===== config.mk =====
export PLATFORM = sky130hd
export DESIGN_NAME = pe_lsu_ctrl
export DESIGN_NICKNAME = d
export VERILOG_FILES = /design/src/rtl/pe_lsu_ctrl_pkg.sv /design/src/rtl/pe_lsu_load_align.sv /design/src/rtl/pe_lsu_ctrl.sv
export SDC_FILE = /design/constraint.sdc
export NUM_CORES = 1
export LEC_CHECK = 0
export CORE_MARGIN = 3
export CORE_UTILIZATION = 41
export CTS_CLUSTER_SIZE = 20
export DETAILED_ROUTE_END_ITERATION = 16
export GPL_TIMING_DRIVEN = 0
export PLACE_DENSITY = 0.87
export SLEW_MARGIN = 20
export SYNTH_ARGS = -nofsm -noshare
export SYNTH_HDL_FRONTEND = slang
export SYNTH_HIERARCHICAL = 1
export SYNTH_SLANG_ARGS = --single-unit

===== constraint.sdc =====
create_clock -name iClk -period 1.91 [get_ports iClk]
set_clock_uncertainty 0.05 [all_clocks]
set_input_delay 0.191 -clock iClk [delete_from_list [all_inputs] [get_ports iClk]]
set_output_delay 0.191 -clock iClk [all_outputs]
set_load 0.005 [all_outputs]

===== src/rtl/pe_lsu_ctrl_pkg.sv =====
// Shared definitions for the PE load/store control stage.
//   - LSU opcode encodings and their width
//   - load/store control FSM state encoding (2 bits)
package pe_lsu_ctrl_pkg;

  localparam int LSU_OP_W = 2;

  localparam logic [LSU_OP_W-1:0] LSU_OP_WORD = 2'd0;
  localparam logic [LSU_OP_W-1:0] LSU_OP_HALF = 2'd1;
  localparam logic [LSU_OP_W-1:0] LSU_OP_BYTE = 2'd2;

  typedef enum logic [1:0] {
    PE_LSU_ST_IDLE    = 2'd0,
    PE_LSU_ST_REQ     = 2'd1,
    PE_LSU_ST_WAIT_RD = 2'd2
  } lsu_state_e;

endpackage


===== src/rtl/pe_lsu_load_align.sv =====
// Load data alignment for the PE LSU.
// Picks the addressed half-word or byte out of the full memory word and
// zero- or sign-extends it; word loads and unknown opcodes pass through.
// Ports:
//   opcode_i   LSU opcode (WORD / HALF / BYTE)
//   offset_i   byte offset within the word (address[1:0])
//   signed_i   1 = sign-extend sub-word results
//   rdata_i    full word returned by memory
//   aligned_o  aligned, extended load result
module pe_lsu_load_align
  import pe_lsu_ctrl_pkg::*;
#(
  parameter int DATA_W = 32,
  parameter int OP_W   = LSU_OP_W
) (
  input  logic [OP_W-1:0]   opcode_i,
  input  logic [1:0]        offset_i,
  input  logic              signed_i,
  input  logic [DATA_W-1:0] rdata_i,
  output logic [DATA_W-1:0] aligned_o
);

  function automatic logic [DATA_W-1:0] ext_byte(input logic [7:0] b, input logic sgn);
    return {{(DATA_W-8){sgn & b[7]}}, b};
  endfunction

  function automatic logic [DATA_W-1:0] ext_half(input logic [15:0] h, input logic sgn);
    return {{(DATA_W-16){sgn & h[15]}}, h};
  endfunction

  logic [7:0]  byte_sel;
  logic [15:0] half_sel;

  always_comb begin
    byte_sel  = rdata_i[{offset_i, 3'b000} +: 8];
    // Half-word loads ignore offset[0]; the AGU keeps them half-aligned.
    half_sel  = offset_i[1] ? rdata_i[31:16] : rdata_i[15:0];
    aligned_o = rdata_i;
    case (opcode_i)
      OP_W'(LSU_OP_HALF): aligned_o = ext_half(half_sel, signed_i);
      OP_W'(LSU_OP_BYTE): aligned_o = ext_byte(byte_sel, signed_i);
      default:            aligned_o = rdata_i;
    endcase
  end

endmodule


===== src/rtl/pe_lsu_ctrl.sv =====
// PE load/store control stage, downstream of the address generation unit.
// Issues AGU loads/stores to the PE data memory over a req/gnt + rvalid
// handshake, stalls the PE pipeline while an access is outstanding, and
// returns aligned/extended load data with its destination register.
// Ports:
//   iClk, iReset_n            clock (rising edge), async active-low reset
//   iAGU_LSU_*                request from the AGU (we/re, be, opcode,
//                             signed, dest reg, byte address, store data)
//   oLSU_DMEM_*               memory request: req, we, be, word addr, wdata
//   iDMEM_LSU_Gnt/Rvalid/Rdata memory grant and read return
//   oLSU_Stall                hold the PE pipeline
//   oLSU_WB_Valid/Data/Dest_Reg load writeback (valid is a 1-cycle pulse)
//   oLSU_Error                sticky: rvalid seen with no read outstanding
module pe_lsu_ctrl
  import pe_lsu_ctrl_pkg::*;
#(
  parameter int DATA_W    = 32,
  parameter int ADDR_W    = 32,
  parameter int REG_IDX_W = 5,
  parameter int OP_W      = LSU_OP_W
) (
  input  logic                 iClk,
  input  logic                 iReset_n,
  input  logic                 iAGU_LSU_Write_Enable,
  input  logic                 iAGU_LSU_Read_Enable,
  input  logic [3:0]           iAGU_LSU_Byte_Select,
  input  logic [OP_W-1:0]      iAGU_LSU_Opcode,
  input  logic                 iAGU_LSU_Load_Signed,
  input  logic [REG_IDX_W-1:0] iAGU_LSU_Dest_Reg,
  input  logic [ADDR_W-1:0]    iAGU_LSU_Address,
  input  logic [DATA_W-1:0]    iAGU_LSU_Store_Data,
  output logic                 oLSU_DMEM_Req,
  output logic                 oLSU_DMEM_We,
  output logic [3:0]           oLSU_DMEM_Be,
  output logic [ADDR_W-3:0]    oLSU_DMEM_Addr,
  output logic [DATA_W-1:0]    oLSU_DMEM_Wdata,
  input  logic                 iDMEM_LSU_Gnt,
  input  logic                 iDMEM_LSU_Rvalid,
  input  logic [DATA_W-1:0]    iDMEM_LSU_Rdata,
  output logic                 oLSU_Stall,
  output logic                 oLSU_WB_Valid,
  output logic [DATA_W-1:0]    oLSU_WB_Data,
  output logic [REG_IDX_W-1:0] oLSU_WB_Dest_Reg,
  output logic                 oLSU_Error
);

  lsu_state_e state_q, state_d;

  // Held request, used only in REQ / WAIT_RD.
  logic                 we_q;
  logic [3:0]           be_q;
  logic [ADDR_W-3:0]    waddr_q;
  logic [DATA_W-1:0]    wdata_q;
  logic [OP_W-1:0]      op_q;
  logic [1:0]           off_q;
  logic                 sgn_q;
  logic [REG_IDX_W-1:0] dest_q;

  logic                 wb_valid_q;
  logic [DATA_W-1:0]    wb_data_q;
  logic [REG_IDX_W-1:0] wb_dest_q;
  logic                 err_q;

  logic                 store_in;
  logic                 valid_req;
  logic                 capture_full;
  logic                 capture_load;
  logic                 rd_done;
  logic [DATA_W-1:0]    aligned;

  // A request with both enables set is a store; a store with no byte
  // enables has nothing to write and is dropped entirely.
  assign store_in  = iAGU_LSU_Write_Enable;
  assign valid_req = store_in ? (iAGU_LSU_Byte_Select != 4'h0) : iAGU_LSU_Read_Enable;

  assign capture_full = (state_q == PE_LSU_ST_IDLE) & valid_req & ~iDMEM_LSU_Gnt;
  assign capture_load = (state_q == PE_LSU_ST_IDLE) & valid_req & iDMEM_LSU_Gnt & ~store_in;
  assign rd_done      = (state_q == PE_LSU_ST_WAIT_RD) & iDMEM_LSU_Rvalid;

  // Memory-side request mux: live AGU inputs in IDLE, hold registers after.
  always_comb begin
    oLSU_DMEM_Req   = 1'b0;
    oLSU_DMEM_We    = we_q;
    oLSU_DMEM_Be    = be_q;
    oLSU_DMEM_Addr  = waddr_q;
    oLSU_DMEM_Wdata = wdata_q;
    case (state_q)
      PE_LSU_ST_IDLE: begin
        oLSU_DMEM_Req   = valid_req;
        oLSU_DMEM_We    = store_in;
        oLSU_DMEM_Be    = iAGU_LSU_Byte_Select;
        oLSU_DMEM_Addr  = iAGU_LSU_Address[ADDR_W-1:2];
        oLSU_DMEM_Wdata = iAGU_LSU_Store_Data;
      end
      PE_LSU_ST_REQ:     oLSU_DMEM_Req = 1'b1;
      PE_LSU_ST_WAIT_RD: oLSU_DMEM_Req = 1'b0;
      default:           oLSU_DMEM_Req = 1'b0;
    endcase
  end

  // Stall stays high through the rvalid cycle, giving a fixed one-bubble
  // release after a load.
  assign oLSU_Stall = (state_q != PE_LSU_ST_IDLE) | capture_full;

  always_comb begin
    state_d = state_q;
    case (state_q)
      PE_LSU_ST_IDLE: begin
        if (valid_req) begin
          if (!iDMEM_LSU_Gnt) state_d = PE_LSU_ST_REQ;
          else if (!store_in) state_d = PE_LSU_ST_WAIT_RD;
        end
      end
      PE_LSU_ST_REQ: begin
        if (iDMEM_LSU_Gnt) state_d = we_q ? PE_LSU_ST_IDLE : PE_LSU_ST_WAIT_RD;
      end
      PE_LSU_ST_WAIT_RD: begin
        if (iDMEM_LSU_Rvalid) state_d = PE_LSU_ST_IDLE;
      end
      default: state_d = PE_LSU_ST_IDLE;
    endcase
  end

  pe_lsu_load_align #(
    .DATA_W (DATA_W),
    .OP_W   (OP_W)
  ) u_align (
    .opcode_i  (op_q),
    .offset_i  (off_q),
    .signed_i  (sgn_q),
    .rdata_i   (iDMEM_LSU_Rdata),
    .aligned_o (aligned)
  );

  always_ff @(posedge iClk or negedge iReset_n) begin
    if (!iReset_n) begin
      state_q    <= PE_LSU_ST_IDLE;
      we_q       <= 1'b0;
      be_q       <= 4'h0;
      waddr_q    <= '0;
      wdata_q    <= '0;
      op_q       <= '0;
      off_q      <= 2'b00;
      sgn_q      <= 1'b0;
      dest_q     <= '0;
      wb_valid_q <= 1'b0;
      wb_data_q  <= '0;
      wb_dest_q  <= '0;
      err_q      <= 1'b0;
    end else begin
      state_q <= state_d;
      if (capture_full) begin
        we_q    <= store_in;
        be_q    <= iAGU_LSU_Byte_Select;
        waddr_q <= iAGU_LSU_Address[ADDR_W-1:2];
        wdata_q <= iAGU_LSU_Store_Data;
      end
      // Load metadata is needed both for an immediate grant and a delayed one.
      if (capture_full || capture_load) begin
        op_q   <= iAGU_LSU_Opcode;
        off_q  <= iAGU_LSU_Address[1:0];
        sgn_q  <= iAGU_LSU_Load_Signed;
        dest_q <= iAGU_LSU_Dest_Reg;
      end
      wb_valid_q <= rd_done;
      if (rd_done) begin
        wb_data_q <= aligned;
        wb_dest_q <= dest_q;
      end
      if (iDMEM_LSU_Rvalid && (state_q != PE_LSU_ST_WAIT_RD)) err_q <= 1'b1;
    end
  end

  assign oLSU_WB_Valid    = wb_valid_q;
  assign oLSU_WB_Data     = wb_data_q;
  assign oLSU_WB_Dest_Reg = wb_dest_q;
  assign oLSU_Error       = err_q;

endmodule


---- Word-level counts from Yosys, hierarchy flattened ----
Index checks and enable logic that the tools add are counted.
storage, ports and cells
  word-level logic and storage cells ...... 54
  memories ................................ 0
  bits in writable memories ............... 0
  register bits after elaboration ......... 118
  memory bits (read-only) ................. 0
  bits of input ports ..................... 114
  latch bits .............................. 0
operators by class
  shift-type cells ........................ 1
  eq/ne operators ......................... 9
  multipliers ............................. 0
  bitwise logic cells ..................... 10
  $add $sub $neg .......................... 0
  reduce and logical (&&, ||, !) cells .... 6
  order comparisons ....................... 0
  divide/modulo/power cells ............... 0
  multiplexer cells ....................... 15
operators with widths
  operator              number
  $pmux W32 S2          1
  $mux W32              1
  $shiftx A32 B6 Y8     1
  $mux W30              1
  $mux W16              1
  $mux W2               6
  $ne A2 B2 Y1 const B  4
  $and A1 B1 Y1         7
  $pmux W2 S3           1
  $eq A2 B1 Y1 const B  2
  $eq A2 B2 Y1 const B  2
  $mux W4               1
  $reduce_and A4 Y1     1
  $reduce_bool A4 Y1    1
  $ne A3 B3 Y1 const B  1
  $logic_not A2 Y1      1
  $mux W1               2
  $not A1 Y1            2
  $pmux W1 S2           1
  $reduce_bool A2 Y1    1
  $logic_and A1 B1 Y1   1
  $logic_or A1 B1 Y1    1
  $or A1 B1 Y1          1

---- Depth between registers and ports, before layout ----
  depth in word-level cells ............... 6
  mapped depth ............................ 10
  gate-level depth less buffers ........... 8

---- Cells and area by module ----
Netlist, hierarchy kept.
by module, submodules not included
  module             sequential area each (sq um)  cells an instance  times used  area an instance (sq um)
  pe_lsu_ctrl        2952.8                        415                1           5350.1
  pe_lsu_load_align  0.0                           108                1           666.9

---- Least setup slack after synthesis ----
OpenSTA, ideal clock, no wires.
  path kind ............................... register to output
  start point ............................. register state_q[1]
  end point ............................... output port oLSU_DMEM_Wdata[21]
  data arrival time ....................... 1602 ps
  path buffers ............................ 3
  cell stages (with the launch flop) ...... 6
  path slack .............................. 67 ps
  cells stage by stage .................... dfrtp_1 clkbuf_1 nor2_1 buf_2 buf_2 mux2_2
on the way
  word-level cells in the longest chain between the ends .. 2
RTL lines
  what                      line                RTL
  start: declaration        pe_lsu_ctrl.sv:47   lsu_state_e state_q, state_d;
  start signal: assignment  pe_lsu_ctrl.sv:151  state_q <= state_d;
  $logic_not A2 Y1          pe_lsu_ctrl.sv:87   case (state_q)
  $mux W32                  pe_lsu_ctrl.sv:87
  end: declaration          pe_lsu_ctrl.sv:36   output logic [DATA_W-1:0] oLSU_DMEM_Wdata,
Every way passes these cells.

---- Worst setup path in the final report ----
  start point ............................. register state_q[1]
  end point ............................... output port oLSU_DMEM_Addr[8]
on the way
  word-level cells in the longest chain between the ends .. 2
RTL lines
  what              line               RTL
  $logic_not A2 Y1  pe_lsu_ctrl.sv:87
  $mux W30          pe_lsu_ctrl.sv:87
  end: declaration  pe_lsu_ctrl.sv:35  output logic [ADDR_W-3:0] oLSU_DMEM_Addr,
Every way passes these cells.

==> impl_metrics.py <==
metrics = {
    "grt": {
        "overflow": 0,
        "grt_pass1_vias": 5373,
        "grt_pass1_wl_um": 28920,
        "grtUsageTotal_pct": 22.54,
        "antenna_found_initial": 0,
        "grt_max_degree": 68,
    },
    "logic_synthesis": {
        "netlist_area_um2": 6017,
        "synthCells": 523,
        "ys_types": 32,
        "netlist.area_leader.share_pct": 49.07,
        "synth-seq-cells": 118,
        "syn-num-nets": 639,
        "syn_avg_cell_area_um2": 11.50,
        "synth_top_area_cell": "dfrtp_1",
        "synthTopCellsByArea": "dfrtp_1 49%, mux2_2 23%, nand2_1 9.1%",
        "ys_seq_area_share_pct": 49.07,
        "ys_warn_count": 6,
    },
    "power_and_ir_drop": {
        "pwr-share-comb_pct": 45.7,
        "leakagePower_nw": 4.723,
        "p_clk_share_pct": 24.8,
        "swShare_pct": 29.77,
        "seq_power_share_pct": 29.5,
        "intPower_mw": 9.380,
        "pwr_density_cell_nw_per_um2": 1340,
        "power.switching_mw": 3.975,
        "irDropWorstVdd_uv": 682.9,
    },
    "worst_setup_path": {
        "cp_data_arrival_time_ns": 1.87,
        "cp-start-kind": "register",
        "cp_max_fo": 7,
        "critPathKind": "register to output port",
        "worstSetupEndpoint": "oLSU_DMEM_Addr[8]",
        "crit-reg2reg-capture": "waddr_q[25]",
        "reg2reg_depth": 5,
        "worst_path_max_delay_cell": "dfrtp_2",
        "rrSetupSlack_ns": 0.06,
        "r2r-start": "state_q[0]",
        "crit_top_cell": "buf_12",
        "critPathMaxStageDelay_ns": 0.42,
        "cp-end-kind": "output port",
        "cp-startpoint": "state_q[1]",
        "cp.required_ns": 1.67,
        "worstPathCellList": "nor2_4 > buf_12 > buf_12 > buf_12 > buf_8 > mux2_4 > buf_6",
    },
    "floorplan": {
        "die_h_um": 127.1,
        "coreArea_um2": 14100,
        "start_util_pct": 42.69,
        "rows": 43,
        "die_area_um2": 16170,
        "die_width_um": 127.1,
        "ios": 222,
    },
    "drt": {
        "drt-initial-drc-count": 242,
        "dr.pass1.iters": 4,
        "wl_um": 18370,
        "route.detailed.drc": 0,
        "drtAntennaViolNets": 0,
        "wl_per_cell_um": 18.43,
        "num_vias": 4993,
        "avgViaCountPerCell": 5.008,
    },
    "timing": {
        "slew_violations": 0,
        "finalSetupViolCount": 68,
        "tightest_slew_ns": 0.5082,
        "slew_headroom_pct": 66.12,
        "period_minus_slack_ns": 2.116,
        "fmax_mhz": 472.7,
        "setup_ws_ns": -0.2055,
        "rsz0062_at_grt": "yes",
        "hold_violations": 0,
        "finalCritPeriodShare_pct": 110.8,
    },
    "clock_tree": {
        "root_buffer": "clkbuf_16",
        "cts_tree": "done",
        "htreeDepth": 4,
        "clock_latency_ns": 0.40,
        "clockBufferDepth": 2,
        "cts_buffers": 17,
        "clk_pin_slew_worst_paths_ns": 0.06,
        "cts.sinks": 118,
    },
    "placement": {
        "portBuffers": 221,
        "hpwl_um": 11970,
        "dp_slack_ns": -0.8188,
        "gp_congestion": 0.8875,
    },
    "run": {
        "max_cap_violations": 0,
    },
    "finish": {
        "insertedDiodeCount": 0,
        "areaGrowthSynthToFinish_pct": 65.65,
        "drive_above_1_share_pct": 41.37,
        "fin_util_pct": 70.71,
        "fin_nets": 920,
    },
    "hold_path": {
        "holdPathStages": 2,
        "hold_class": "input pin to register",
    },
    "outcome": {
        "violations": "setup timing",
        "status": "complete, but fails checks",
    },
}
worst min-delay path by stage:
stage                   to                    start
6_report           be_q[3]  iAGU_LSU_Byte_Select[3]
5_1_grt            be_q[3]  iAGU_LSU_Byte_Select[3]
2_1_floorplan      be_q[0]                 iReset_n
3_3_place_gp    oLSU_Error               oLSU_Error
3_5_place_dp   waddr_q[20]                 iReset_n
4_1_cts            be_q[3]  iAGU_LSU_Byte_Select[3]
critical path, delay by kind of cell, from the launching register on:
family	cells	cell delay [ns]
buffers and inverters	5	0.62
flip-flops	1	0.42
multiplexers	1	0.30
AND/OR/NAND/NOR	1	0.13
per-stage QoR:
stage               area, um^2  setup TNS (ns)  total power, mW  std cells  hold slack (ns)
global route              9967          -12.34            14.08        997           0.1476
floorplan                 6017               0            6.507        523          -0.1546
detailed placement        8483          -84.98            8.982        925           0.1272
finish                    9967          -8.937            13.35        997           0.1555
global placement          8454         -573.36            8.857        924           0.3914
CTS                       9831          -9.891            13.20        988           0.1297
area by class of cell:
class                   instances  area (um^2)
fillers                       978         4129
multi-input cells             366         3136
flip-flops and latches        118         2955
repair buffers                266         2723
clock buffers                  20        466.7
plain buffers                  30        291.5
well taps                     180        225.2
clock inverters                12        151.4
inverters                       5        18.77
layer usage:
metal | routed length (um) | track usage [%]
met1 | 7575 | 28.47
met2 | 9408 | 38.23
met3 | 1112 | 5.727
met4 | 275 | 6.814
met5 | 0 | 0
flip-flops by register name, summed over array words and instances (netlist names), 2 cells and up:
| name | flops |
|---|---|
| dest_q | 5 |
| wdata_q | 32 |
| be_q | 4 |
| op_q | 2 |
| oLSU_WB_Dest_Reg | 5 |
| oLSU_WB_Data | 32 |
| state_q | 2 |
| waddr_q | 30 |
| off_q | 2 |
layout by cell type (no fill, tap or decap), types with 2 or more instances in the layout:
master and instances:
mux2_4 91, buf_4 20, a21oi_1 17, buf_2 13, bufinv_16 3, clkbuf_8 3
buf_6 74, clkdlybuf4s50_1 147, clkinvlp_4 5, inv_1 5, buf_12 10, o2bb2ai_1 7
ha_1 2, clkinv_2 3, a21o_1 3, o21ai_2 2, clkbuf_16 19, clkbuf_2 15
clkbuf_1 3, a32oi_1 7, buf_8 6, dlygate4sd2_1 3, nand2_1 146, mux2_2 61
nor2b_1 10, dfrtp_2 2, dfrtp_1 116
Yosys cell counts:
cell type,instances
nand3_2,1
clkbuf_1,17
buf_2,10
or4b_1,1
inv_1,5
o22ai_1,2
o211ai_1,1
o21ai_0,2
and2_1,1
nor3_1,1
o21ai_2,1
nor4_2,1
or2_1,1
a21oi_1,17
buf_1,1
mux2_2,121
nand2b_1,1
dfrtp_1,118
o2bb2ai_1,7
a21o_1,4
mux2_4,31
nand3b_1,1
nor2_1,3
ha_1,2
mux2_1,1
buf_6,6
nor3b_1,1
nand2_1,146
o22a_1,1
a211o_4,1
a32oi_1,7
nor2b_1,10
power groups by stage:
stage | Clock (mW) | Combinational [mW] | Sequential (mW)
floorplan | 0 | 2.66 | 3.84
global placement | 0 | 4.98 | 3.88
detailed placement | 0 | 5.05 | 3.93
CTS | 3.35 | 5.93 | 3.92
global route | 3.48 | 6.55 | 4.05
finish | 3.31 | 6.11 | 3.94
cells by family (layout without fill, tap and decap cells):
family	count (synthesis)	in the layout	synth area share [%]
AO/OA/AOI/OAI	43	43	5.032
adder cells (fa/ha/maj)	2	2	0.4158
buffers and inverters	39	333	3.389
flip-flops	118	118	49.07
multiplexers	153	153	30.57
AND/OR/NAND/NOR	168	168	11.52
timing repair:
item / CTS / global route
hold buffers: 1 / 0
buffers inserted: 26 / 14
gates cloned: 5 / 1
pin swaps: 4 / 6
endpoints found under the setup margin: 131 / 129
gates resized for setup: 430 / 54
hold endpoints to repair: 51 / 0
Power figures use the tool's default switching activity.
